**src/rtl/pkt_task_sequencer.sv**
```systemverilog
// Packet task sequencer: runs one builder -> parser task at a time,
// checks the parser status against the expected result, keeps counters.
//
// Ports:
//   clk, rst_n          clock, synchronous active-low reset
//   task_valid/ready    task handshake, task_cfg is the 97-bit task word:
//                       {ignore_ecc_err, addr_out, data_sel, sop_val,
//                        crc_val, ecc_val, ins_crc_err, ins_ecc_err,
//                        crc_en, ecc_en, pkt_type, byte_cnt, addr_in}
//   pb_*                builder config, start pulse, busy/irq
//   pp_*                parser header addr, start pulse, busy/irq, status
//   res_valid/ready     result handshake, res_status is
//                       {timeout, timeout_stage, mismatch, ecc_corr,
//                        ecc_uncorr, crc_err, match_cnt, match_type,
//                        match_err}
//   pkt_cnt, err_cnt    saturating completed / failed task counters
module pkt_task_sequencer #(
    parameter int TIMEOUT_CYCLES = 1024,
    parameter int CNT_W          = 16
) (
    input  logic             clk,
    input  logic             rst_n,

    input  logic             task_valid,
    output logic             task_ready,
    input  logic [96:0]      task_cfg,

    output logic             pb_start,
    output logic [31:0]      pb_addr_in,
    output logic [3:0]       pb_byte_cnt,
    output logic [3:0]       pb_pkt_type,
    output logic             pb_ecc_en,
    output logic             pb_crc_en,
    output logic [1:0]       pb_ins_ecc_err,
    output logic             pb_ins_crc_err,
    output logic [3:0]       pb_ecc_val,
    output logic [7:0]       pb_crc_val,
    output logic [2:0]       pb_sop_val,
    output logic [3:0]       pb_data_sel,
    output logic [31:0]      pb_addr_out,
    input  logic             pb_busy,
    input  logic             pb_irq,

    output logic             pp_start,
    output logic [31:0]      pp_addr_hdr,
    output logic             pp_ignore_ecc_err,
    input  logic             pp_busy,
    input  logic             pp_irq,
    input  logic             pp_pkt_ecc_corr,
    input  logic             pp_pkt_ecc_uncorr,
    input  logic             pp_pkt_crc_err,
    input  logic [3:0]       pp_pkt_byte_cnt,
    input  logic [3:0]       pp_pkt_type,

    output logic             res_valid,
    input  logic             res_ready,
    output logic [8:0]       res_status,

    output logic [CNT_W-1:0] pkt_cnt,
    output logic [CNT_W-1:0] err_cnt
);

    localparam int TW = $clog2(TIMEOUT_CYCLES);
    localparam logic [TW-1:0] TIMER_LAST = TW'(TIMEOUT_CYCLES - 1);

    typedef enum logic [2:0] {
        IDLE,
        PB_ARM,
        PB_WAIT,
        PP_ARM,
        PP_WAIT,
        RESULT
    } state_t;

    state_t state_q;
    state_t state_d;

    logic [96:0]   cfg_q;
    logic [TW-1:0] timer_q;
    logic [8:0]    res_q;
    logic [CNT_W-1:0] pkt_q;
    logic [CNT_W-1:0] err_q;

    logic accept;
    logic cap_pp;
    logic to_pb;
    logic to_pp;
    logic res_done;
    logic timer_end;

    logic exp_corr;
    logic exp_uncorr;
    logic exp_crc;
    logic match_cnt;
    logic match_type;
    logic match_err;
    logic [8:0] cap_status;

    // Latched task word feeds the port configuration directly.
    assign pp_ignore_ecc_err = cfg_q[96];
    assign pb_addr_out       = cfg_q[95:64];
    assign pb_data_sel       = cfg_q[63:60];
    assign pb_sop_val        = cfg_q[59:57];
    assign pb_crc_val        = cfg_q[56:49];
    assign pb_ecc_val        = cfg_q[48:45];
    assign pb_ins_crc_err    = cfg_q[44];
    assign pb_ins_ecc_err    = cfg_q[43:42];
    assign pb_crc_en         = cfg_q[41];
    assign pb_ecc_en         = cfg_q[40];
    assign pb_pkt_type       = cfg_q[39:36];
    assign pb_byte_cnt       = cfg_q[35:32];
    assign pb_addr_in        = cfg_q[31:0];
    assign pp_addr_hdr       = cfg_q[95:64];

    assign res_status = res_q;
    assign pkt_cnt    = pkt_q;
    assign err_cnt    = err_q;

    assign timer_end = (timer_q == TIMER_LAST);

    // Error insertion on the builder side predicts the parser flags.
    // Any ins_ecc_err with the MSB set is a double-bit (uncorrectable) error.
    assign exp_crc    = pb_crc_en & pb_ins_crc_err;
    assign exp_corr   = pb_ecc_en & (pb_ins_ecc_err == 2'b01);
    assign exp_uncorr = pb_ecc_en & pb_ins_ecc_err[1];

    assign match_cnt  = (pp_pkt_byte_cnt == pb_byte_cnt);
    assign match_type = (pp_pkt_type == pb_pkt_type);
    assign match_err  = (pp_pkt_ecc_corr == exp_corr)
                      & (pp_pkt_ecc_uncorr == exp_uncorr)
                      & (pp_pkt_crc_err == exp_crc);

    assign cap_status = {
        2'b00,
        ~(match_cnt & match_type & match_err),
        pp_pkt_ecc_corr,
        pp_pkt_ecc_uncorr,
        pp_pkt_crc_err,
        match_cnt,
        match_type,
        match_err
    };

    always_ff @(posedge clk) begin
        if (!rst_n) begin
            state_q <= IDLE;
        end else begin
            state_q <= state_d;
        end
    end

    always_comb begin
        state_d    = state_q;
        task_ready = 1'b0;
        pb_start   = 1'b0;
        pp_start   = 1'b0;
        res_valid  = 1'b0;
        accept     = 1'b0;
        cap_pp     = 1'b0;
        to_pb      = 1'b0;
        to_pp      = 1'b0;
        res_done   = 1'b0;
        unique case (state_q)
            IDLE: begin
                task_ready = 1'b1;
                if (task_valid) begin
                    accept  = 1'b1;
                    state_d = PB_ARM;
                end
            end
            PB_ARM: begin
                if (!pb_busy) begin
                    pb_start = 1'b1;
                    state_d  = PB_WAIT;
                end
            end
            PB_WAIT: begin
                // irq has priority over a timeout in the same cycle
                if (pb_irq) begin
                    state_d = PP_ARM;
                end else if (timer_end) begin
                    to_pb   = 1'b1;
                    state_d = RESULT;
                end
            end
            PP_ARM: begin
                if (!pp_busy) begin
                    pp_start = 1'b1;
                    state_d  = PP_WAIT;
                end
            end
            PP_WAIT: begin
                if (pp_irq) begin
                    cap_pp  = 1'b1;
                    state_d = RESULT;
                end else if (timer_end) begin
                    to_pp   = 1'b1;
                    state_d = RESULT;
                end
            end
            RESULT: begin
                res_valid = 1'b1;
                if (res_ready) begin
                    res_done = 1'b1;
                    state_d  = IDLE;
                end
            end
            default: begin
                state_d = IDLE;
            end
        endcase
    end

    always_ff @(posedge clk) begin
        if (!rst_n) begin
            cfg_q   <= '0;
            timer_q <= '0;
            res_q   <= '0;
            pkt_q   <= '0;
            err_q   <= '0;
        end else begin
            if (accept) begin
                cfg_q <= task_cfg;
            end

            // Timer restarts with each start pulse and only runs while
            // waiting for an irq; the FSM leaves before it can wrap.
            if (pb_start || pp_start) begin
                timer_q <= '0;
            end else if (state_q == PB_WAIT || state_q == PP_WAIT) begin
                timer_q <= timer_q + 1'b1;
            end

            if (cap_pp) begin
                res_q <= cap_status;
            end else if (to_pb) begin
                res_q <= 9'b10_0000000;
            end else if (to_pp) begin
                res_q <= 9'b11_0000000;
            end

            if (res_done) begin
                if (pkt_q != '1) begin
                    pkt_q <= pkt_q + 1'b1;
                end
                if ((res_q[8] || res_q[6]) && err_q != '1) begin
                    err_q <= err_q + 1'b1;
                end
            end
        end
    end

endmodule

```
**config.mk**
```make
export PLATFORM = sky130hd
export DESIGN_NAME = pkt_task_sequencer
export DESIGN_NICKNAME = d
export VERILOG_FILES = /design/src/rtl/pkt_task_sequencer.sv
export SDC_FILE = /design/constraint.sdc
export NUM_CORES = 1
export LEC_CHECK = 0
export BUFFER_PORTS_ARGS = -buffer_cell sky130_fd_sc_hd__buf_2
export CAP_MARGIN = 20
export CORE_UTILIZATION = 40
export CTS_CLUSTER_SIZE = 16
export DETAILED_ROUTE_END_ITERATION = 10
export PLACE_DENSITY = 0.72
export SLEW_MARGIN = 25
export SYNTH_ARGS = -nofsm -noshare
export SYNTH_HDL_FRONTEND = slang
export SYNTH_SLANG_ARGS = --single-unit
```
**constraint.sdc**
```tcl
create_clock -name clk -period 2.2 [get_ports clk]
set_input_delay 0.33 -clock clk [delete_from_list [all_inputs] [get_ports clk]]
set_output_delay 0.33 -clock clk [all_outputs]
set_load 0.02 [all_outputs]
```
==> impl_metrics.env <==
export IMPL_status="completed"
export IMPL_synthMuxAreaShare=0.0142
export IMPL_drc=0
export IMPL_start_kind="flip-flop"
export IMPL_setup_viol=0
export IMPL_finalCriticalPeriod_ps=1970
export IMPL_hold_violations=0
export IMPL_cts_sinks=151
export IMPL_overflow=0
export IMPL_postCtsHoldBufs=0
export IMPL_synth_top_family_by_area="simple AND/OR/NAND/NOR gates"
export IMPL_clockRootBuffer="clkbuf_16"
export IMPL_power_uw=7030
export IMPL_synth_fa_ha_area_frac=0.00583
export IMPL_syn_nets=924
export IMPL_netlist_area_sq_um=6440
export IMPL_critical_path_peak_fanout=23
export IMPL_cap_violations=0
export IMPL_cts_tree="done"
export IMPL_leakage_uw=0.00376
export IMPL_min_path_type="input port to flip-flop"
export IMPL_synth_top_cell_area_share=0.470
export IMPL_ant_nets=0
export IMPL_critPathArrivalTime_ps=1640
export IMPL_syn2layout_area_growth_pct=31.1
export IMPL_tightest_slew_ps=690
export IMPL_ctsResizeCount=0
export IMPL_drtPass1Iterations=5
export IMPL_fin_skew_ps=10.1
export IMPL_grt_antenna_before_repair=0
export IMPL_synth_top_cell_by_area="dfxtp_1"
export IMPL_vias_per_cell=4.93
export IMPL_vdd_ir_drop_max_uv=465
export IMPL_yosysWarnings=0
export IMPL_min_period_over_period=0.895
export IMPL_htree_levels=4
export IMPL_cp_required_ps=1870
export IMPL_stdcell_count=1274
export IMPL_syn_avg_cell_area_sq_um=8.00
export IMPL_slew_headroom=0.540
export IMPL_dp_hpwl_um=12300
export IMPL_drive_above_1_share=0.326
export IMPL_grt_max_degree=98
export IMPL_port_buffers=289
export IMPL_async_flop_share=0
export IMPL_gp_congestion=0.862
export IMPL_synth_seq_cells=151
export IMPL_grtUsageTotal=0.205
export IMPL_coreArea_sq_um=15800
export IMPL_rsz0062_at_grt="no"
export IMPL_post_cts_setup_buffers=0
export IMPL_nets=1165
export IMPL_grt_pass1_wl_um=27000
export IMPL_synth_compound_area_frac=0.156
export IMPL_dieArea_sq_um=16600
export IMPL_start_util=0.408
export IMPL_path_clk_slew_ps=70
export IMPL_max_freq_ghz=0.508
export IMPL_drt_initial_drc_count=376
export IMPL_maxSlewViolCount=0
export IMPL_die_width_um=129
export IMPL_wirelength_um=17400
export IMPL_numCtsBuffers=17
export IMPL_synthTopCellsByArea="dfxtp_1 (47%), nand2_1 (13%), a21oi_1 (9.7%), buf_4 (3.7%), clkbuf_1 (2.6%)"
export IMPL_pre_cts_ws_ps=296
export IMPL_reg2reg_slack_ps=280
export IMPL_yosysSeqAreaShare=0.470
export IMPL_ys_flop_type="dfxtp_1"
export IMPL_setup_ws_ps=232
export IMPL_worstSkewPairLatency_ps=420
export IMPL_dr_total_vias=6281
export IMPL_io_pins=290
export IMPL_clockBufferDepth=2
export IMPL_synthCells=805
export IMPL_power_per_cell_area_nw_per_um2=833
export IMPL_dpl_cell_count=1243
export IMPL_fin_tns_setup_ps=0
export IMPL_antennaDiodeCount=0
export IMPL_critPathCaptureType="primary output"
export IMPL_layout_cells_most_common="buf_2"
export IMPL_grt_pass1_vias=5567
export IMPL_die_h_um=129
export IMPL_yosys_area_share_xor_xnor=0.0231
export IMPL_netlist_cell_type_count=54
export IMPL_synth_edf_count=0
export IMPL_num_rows=46
export IMPL_final_cell_mix="buf_2 (289), nand2_1 (221), dfxtp_1 (151)"
export IMPL_crit_type="flip-flop to primary output"
export IMPL_yosys_area_share_simple=0.256
export IMPL_wl_per_cell_um=13.7
==> cell usage after synthesis (2+ instances only) <==
library cell  instances
o21ai_0              15
nand2b_1              9
mux2i_1               8
buf_2                 6
or4_1                11
a21oi_1             125
dfxtp_1             151
nand3b_1              2
nor3_1                9
o31ai_1              14
nand3_1              16
o311ai_0              2
nor4b_1               5
buf_4                32
nor4_1               17
a22o_1                6
and4_1                7
and3_1                3
clkbuf_1             44
ha_1                  3
nand4_1               7
xnor2_1               7
or3_1                11
nor2_1               19
nor2b_1               4
xor2_1               10
buf_1                 3
o2111ai_1             2
inv_1                 9
nand2_1             222
nor3b_1               3
==> final cells by class <==
class | instances | area [sq um]
clock buffer | 18 | 429
clock inverter | 13 | 110
fill | 1557 | 7330
inverter | 10 | 38.8
multi-input combinational | 559 | 2950
sequential | 151 | 3020
tap | 216 | 270
timing repair buffer | 307 | 1620
==> worst max-delay path: stages, from the launching register on <==
cell	delay (ps)
dfxtp_1	360
buf_4	250
inv_1	80
nor4_1	310
buf_2	220
==> per-stage QoR <==
| stage | hold WS (ps) | util | area (sq um) |
|---|---|---|---|
| floorplan | 456 | - | 6440 |
| CTS | 128 | 0.535 | 8440 |
| finish | 143 | 0.535 | 8440 |
| global route | 130 | 0.535 | 8440 |
| detailed placement | 443 | 0.501 | 7900 |
| global placement | 439 | 0.501 | 7900 |
==> where the power goes <==
group | switching, uW | internal, uW
clock network | 1140 | 1540
logic | 855 | 462
registers | 112 | 2920
total | 2110 | 4920
==> kinds of logic after synthesis <==
| logic type | Yosys count |
|---|---|
| xor gates and xnor gates | 17 |
| and+or+nand+nor | 352 |
| buffers and inverters | 95 |
| adders and majority gates | 3 |
| muxes | 9 |
| AOI/OAI and AO/OA | 178 |
| DFF | 151 |
==> per-layer routing <==
layer  routed length, um  share of wire  vias to the layer above  GRT usage
li1                    -              -                     3224          -
met4                 202          0.012                        0     0.0692
met3                1150          0.066                       14     0.0520
met2                8290           0.48                      214      0.329
met5                   0              0                        -          0
met1                7770           0.45                     2829      0.268
==> registers in the layout, indices dropped and copies added (netlist names) <==
name,flops
state_q,3
timer_q,10
err_cnt,16
cfg_q,97
pkt_cnt,16
res_status,9
==> worst paths after layout <==
path         cells after the start    startpoint           to
max                              4    state_q[0]     pb_start
min                              3  task_cfg[55]    cfg_q[55]
max reg2reg                      5    pkt_cnt[0]  pkt_cnt[13]
min reg2reg                      2     cfg_q[18]    cfg_q[18]
Power figures use the tool's default switching activity.
